$ cat config.mk
export PLATFORM = sky130hd
export DESIGN_NAME = usr_shift_reg
export DESIGN_NICKNAME = d
export VERILOG_FILES = /design/src/rtl/usr_pkg.sv /design/src/rtl/usr_cell.sv /design/src/rtl/usr_shift_reg.sv
export SDC_FILE = /design/constraint.sdc
export NUM_CORES = 1
export LEC_CHECK = 0
export BUFFER_PORTS_ARGS = -buffer_cell sky130_fd_sc_hd__buf_4
export CORE_MARGIN = 2
export CORE_UTILIZATION = 45
export DETAILED_ROUTE_END_ITERATION = 12
export GPL_TIMING_DRIVEN = 1
export PLACE_DENSITY_LB_ADDON = 0.05
export SYNTH_ARGS = -nofsm -noshare
export SYNTH_HDL_FRONTEND = slang
export SYNTH_SLANG_ARGS = --single-unit
$ cat constraint.sdc
create_clock -name clk -period 2 [get_ports clk]
set_input_delay 0.1 -clock clk [delete_from_list [all_inputs] [get_ports clk]]
set_output_delay 0.1 -clock clk [all_outputs]
set_load 0.01 [all_outputs]
$ cat src/rtl/usr_pkg.sv
// Shared definitions for the universal shift register: mode encodings and counter sizing.
package usr_pkg;

  typedef enum logic [1:0] {
    USR_HOLD = 2'b00,
    USR_SHL  = 2'b01,
    USR_SHR  = 2'b10,
    USR_LOAD = 2'b11
  } usr_mode_t;

  // Bits needed to hold 0..width inclusive.
  function automatic int unsigned usr_cnt_width(input int unsigned width);
    return $clog2(width + 1);
  endfunction

endpackage

$ cat src/rtl/usr_cell.sv
// One register bit: async-reset flop with enable and a mode-driven next-state mux.
module usr_cell
  import usr_pkg::*;
#(
  parameter logic RST_BIT = 1'b0
) (
  input  logic      clk,
  input  logic      rst,
  input  logic      en,
  input  usr_mode_t sel,
  input  logic      shl_in,
  input  logic      shr_in,
  input  logic      d,
  output logic      q
);

  logic q_d;
  logic q_q;

  // shl_in comes from the lower neighbour, shr_in from the upper one.
  always_comb begin
    q_d = q_q;
    unique case (sel)
      USR_HOLD: q_d = q_q;
      USR_SHL:  q_d = shl_in;
      USR_SHR:  q_d = shr_in;
      USR_LOAD: q_d = d;
      default:  q_d = q_q;
    endcase
  end

  always_ff @(posedge clk or posedge rst) begin
    if (rst) begin
      q_q <= RST_BIT;
    end else if (en) begin
      q_q <= q_d;
    end
  end

  assign q = q_q;

endmodule

$ cat src/rtl/usr_shift_reg.sv
// Universal shift register (hold / shift left / shift right / load) with a drain counter.
// Optional rotate input enabled by defining USR_ROTATE_EN.
module usr_shift_reg
  import usr_pkg::*;
#(
  parameter int unsigned          WIDTH   = 8,
  parameter logic [WIDTH-1:0]     RST_VAL = '0,
  localparam int unsigned         CW      = usr_cnt_width(WIDTH)
) (
  input  logic             clk,
  input  logic             rst,
  input  logic             en,
  input  logic [1:0]       mode,
  input  logic [WIDTH-1:0] d,
  input  logic             sin_l,
  input  logic             sin_r,
`ifdef USR_ROTATE_EN
  input  logic             rot,
`endif
  output logic [WIDTH-1:0] q,
  output logic [WIDTH-1:0] qbar,
  output logic             sout_l,
  output logic             sout_r,
  output logic [CW-1:0]    cnt,
  output logic             drained
);

  localparam logic [CW-1:0] CntFull = CW'(WIDTH);
  localparam logic [CW-1:0] CntOne  = CW'(1);

  usr_mode_t        mode_e;
  logic             shl_in;
  logic             shr_in;
  logic [WIDTH-1:0] shl_vec;
  logic [WIDTH-1:0] shr_vec;
  logic [CW-1:0]    cnt_d;
  logic [CW-1:0]    cnt_q;

  assign mode_e = usr_mode_t'(mode);

`ifdef USR_ROTATE_EN
  assign shl_in = rot ? q[WIDTH-1] : sin_r;
  assign shr_in = rot ? q[0] : sin_l;
`else
  assign shl_in = sin_r;
  assign shr_in = sin_l;
`endif

  assign shl_vec = {q[WIDTH-2:0], shl_in};
  assign shr_vec = {shr_in, q[WIDTH-1:1]};

  for (genvar i = 0; i < WIDTH; i++) begin : g_cell
    usr_cell #(
      .RST_BIT (RST_VAL[i])
    ) u_cell (
      .clk    (clk),
      .rst    (rst),
      .en     (en),
      .sel    (mode_e),
      .shl_in (shl_vec[i]),
      .shr_in (shr_vec[i]),
      .d      (d[i]),
      .q      (q[i])
    );
  end

  // Shifts drain toward zero and stick there; a load always restarts from full.
  always_comb begin
    cnt_d = cnt_q;
    if (en) begin
      unique case (mode_e)
        USR_SHL, USR_SHR: begin
          if (cnt_q != '0) begin
            cnt_d = cnt_q - CntOne;
          end
        end
        USR_LOAD: cnt_d = CntFull;
        default:  cnt_d = cnt_q;
      endcase
    end
  end

  always_ff @(posedge clk or posedge rst) begin
    if (rst) begin
      cnt_q <= '0;
    end else begin
      cnt_q <= cnt_d;
    end
  end

  assign cnt     = cnt_q;
  assign drained = (cnt_q == '0);
  assign qbar    = ~q;
  assign sout_l  = q[WIDTH-1];
  assign sout_r  = q[0];

endmodule

==> metrics.md <==
| Metric | Value |
|---|---|
| Status | `finished clean` |
| CTS tree | `built` |
| Fmax achieved | `642 MHz` |
| P_int | `0.000649 W` |
| Max-Cap Viols | `0` |
| Post-placement cell area | `1030 µm²` |
| Hpwl dp | `1350 µm` |
| H-tree levels | `1` |
| RSZ-0062 raised after global routing | `false` |
| Clk slew on worst S/H paths | `0.07 ns` |
| Worst Path Arrival | `1.72 ns` |
| Wire length per cell | `12.2 µm` |
| Crit path max fanout | `6` |
| #FFs+latches synth | `12` |
| Crit start category | `register` |
| Worst-Margin Slew | `0.537 ns` |
| Sw Ratio | `0.382` |
| Post-synth top flop | `dfrtp_1` |
| Via/cell ratio | `5.09` |
| Post-synthesis mux area share | `0` |
| Async set or reset register ratio after synthesis | `1.00` |
| Largest family of logic cells by synthesized area | `compound AO/OA/AOI/OAI gates` |
| Nets | `137` |
| Max VDD drop | `783 µV` |
| Clock buffer count from CTS | `3` |
| Hold Vio Cnt, Final | `0` |
| Syn Area/Cell | `9.35 µm²` |
| Sequential share of power | `0.384` |
| Core area | `1710 µm²` |
| Period utilisation layout | `0.778` |
| Multi-input logic area | `373 µm²` |
| Net count after synthesis | `106` |
| Dominant cells by area after synthesis | `dfrtp_1 (37%), a22o_1 (8.7%), a211oi_1 (8.4%)` |
| Synth Area in Adders | `0.0778` |
| Post-Synth Simple-Gate Area | `0.0980` |
| Port Buffers | `37` |
| Initial Utilization | `0.471` |
| # setup viols final | `0` |
| Drt first-iter violations | `9` |
| Post-synthesis cell area | `805 µm²` |
| I/O pin count | `38` |
| Area grow syn2layout | `32.7%` |
| Slowest-stage cell, CP | `dfrtp_1` |
| CTS Sinks | `12` |
| Layout cell share with drive strength beyond 1 | `0.374` |
| Die area | `2140 µm²` |
| Cell variety after synth | `23` |
| Skew final | `0.00656 ns` |
| Post-synth top area cell | `dfrtp_1` |
| Post-CTS setup buffers | `0` |
| Buf/Inv on CP | `1` |
| Initial antenna violation count | `0` |
| Fin area | `1070 µm²` |
| GP Congestion | `0.832` |
| Pins Over Slew Limit | `0` |
| Post-route DRC | `0` |
| Cell Chain, Critical Path | `inv_1, ha_1, nor4bb_4, or3_4, o22a_1` |
| Gr ovfl total | `0` |
| Switching pwr | `0.000400 W` |
| Clock power frac | `0.144` |
| Worst rel slew slack | `0.642` |
| Critical path required time | `2.16 ns` |
| CTS Root Cell | `clkbuf_4` |
| Post_cts resized | `0` |
| Final wirelength | `1710 µm` |
| Die Span X | `46.3 µm` |
| Via Count | `712` |
| Share of the yosys chip area belonging to registers | `0.373` |
| Std-Cell Rows | `15` |
| Vert. Die Dim | `46.3 µm` |
| Xor/xnor cell area share of the yosys netlist | `0` |
| FILL cells | `165` |
| Pwr/cell area | `983 nW/µm²` |
| Setup TNS | `0 ns` |
| Worst min-delay path class | `in2reg` |
| P_leak | `0.542 nW` |
| TritonRoute pass-1 iters | `4` |
| Synth top area share | `0.373` |
| Clock tree buffer depth | `2` |
| Setup CP Type | `reg2reg` |
| Family with the most delay on the worst path | `simple AND/OR/NAND/NOR gates` |
| First-pass GRT wire length | `2780 µm` |
| Slowest cell delay on critical path | `0.41 ns` |
| Period minus WS final | `1.56 ns` |
| Ant diodes | `0` |
| Combinational power share | `0.472` |
| Synth warn | `0` |
| Worst-Skew Late Latency | `0.27 ns` |
| Register area | `300 µm²` |
| Largest net degree at the start of global routing | `17` |
| Vias in the first global route | `635` |
| Post-Synthesis Cells | `86` |
| Antenna-violating nets left | `0` |
| Crit end category | `register` |
| Total GRT Usage | `0.188` |
| Synth Area in Compound Gates | `0.288` |
| Number of flops mapped to enable cells by yosys | `0` |
-- placed cells by master (no fill, tap or decap) --
cell type / Yosys / routed
or3_1: 1 / 1
o21ai_1: 2 / 2
a22o_1: 8 / 8
nor3_1: 1 / 1
nand2b_1: 2 / 2
or3_4: 1 / 1
dfrtp_1: 12 / 12
clkbuf_4: 0 / 3
o31ai_1: 1 / 1
nor4bb_4: 1 / 1
a21oi_1: 8 / 8
o41ai_1: 1 / 1
o21ai_0: 2 / 2
nor3b_1: 1 / 1
nand2_1: 1 / 1
o21ai_2: 1 / 1
ha_1: 5 / 5
dlygate4sd3_1: 0 / 1
inv_1: 14 / 14
a211oi_1: 9 / 9
buf_4: 8 / 37
o22a_1: 1 / 1
nor2_1: 2 / 2
-- layout make-up --
cell class	instances	area share
well taps	25	0.0293
inverters	14	0.0492
multi-input cells	48	0.349
flip-flops and latches	12	0.281
clock buffers	3	0.0211
repair buffers	38	0.270
-- kinds of logic after synthesis --
group | Yosys count
and+or+nand+nor | 10
AOI/OAI and AO/OA | 33
buffers and inverters | 26
adders and majority gates | 5
DFF | 12
-- per-stage QoR --
| stage | power, W | std cells | utilization | setup WS [ns] | hold slack (ns) |
|---|---|---|---|---|---|
| floorplan | 0.000699 | 86 | - | 0.476 | -0.0353 |
| global placement | 0.000895 | 136 | 0.606 | 0.493 | 0.149 |
| detailed placement | 0.000902 | 136 | 0.606 | 0.467 | 0.158 |
| CTS | 0.00106 | 140 | 0.625 | 0.450 | 0.0990 |
| global route | 0.00113 | 140 | 0.625 | 0.343 | 0.0980 |
| finish | 0.00105 | 140 | 0.625 | 0.443 | 0.100 |
-- flip-flops by register name (all words and copies together) (netlist names) --
| signal | count |
|---|---|
| g_cell.u_cell.q | 8 |
| cnt | 4 |
-- synthesized netlist by cell type, types with 2 or more instances --
library cell,instances
dfrtp_1,12
a211oi_1,9
o21ai_0,2
a21oi_1,8
inv_1,14
buf_4,8
o21ai_1,2
nand2b_1,2
ha_1,5
nor2_1,2
a22o_1,8
buf_2,3
-- power by group through the flow --
stage | Clock, W | Sequential, W | Combinational (W)
4_1_cts | 0.000155 | 0.000401 | 0.000500
6_report | 0.000151 | 0.000403 | 0.000495
2_1_floorplan | 0 | 0.000406 | 0.000293
3_3_place_gp | 0 | 0.000405 | 0.000490
5_1_grt | 0.000166 | 0.000419 | 0.000549
3_5_place_dp | 0 | 0.000405 | 0.000497
-- path summary, 6_finish.rpt --
| check | startpoint | end | slack (ns) | depth (start not counted) |
|---|---|---|---|---|
| max in group asynchronous | rst | cnt[0] | 1.28 | 3 |
| hold reg to reg | cnt[0] | cnt[0] | 0.55 | 1 |
| min in group asynchronous | rst | g_cell[1].u_cell.q | 0.39 | 3 |
| setup / recovery | cnt[0] | cnt[3] | 0.44 | 5 |
| hold / removal | sin_r | g_cell[0].u_cell.q | 0.10 | 3 |
| setup reg to reg | cnt[0] | cnt[3] | 0.44 | 5 |
-- per-layer routing --
layer	GRT usage	share of wire	vias up
li1	-	-	360
met1	0.262	0.49	320
met2	0.269	0.42	27
met3	0.0353	0.064	5
met4	0.103	0.021	0
met5	0	0	-
-- worst register-to-register path, stage by stage, from the launching register on --
cell and delay [ns]:
dfrtp_1 0.41, inv_1 0.08, ha_1 0.21, nor4bb_4 0.18, or3_4 0.39, o22a_1 0.17
-- timing repair --
action / CTS / global route
setup endpoints to repair: 0 / 0
endpoints found under the hold margin: 12 / 0
hold buffers: 1 / 0
Power figures use the tool's default switching activity.
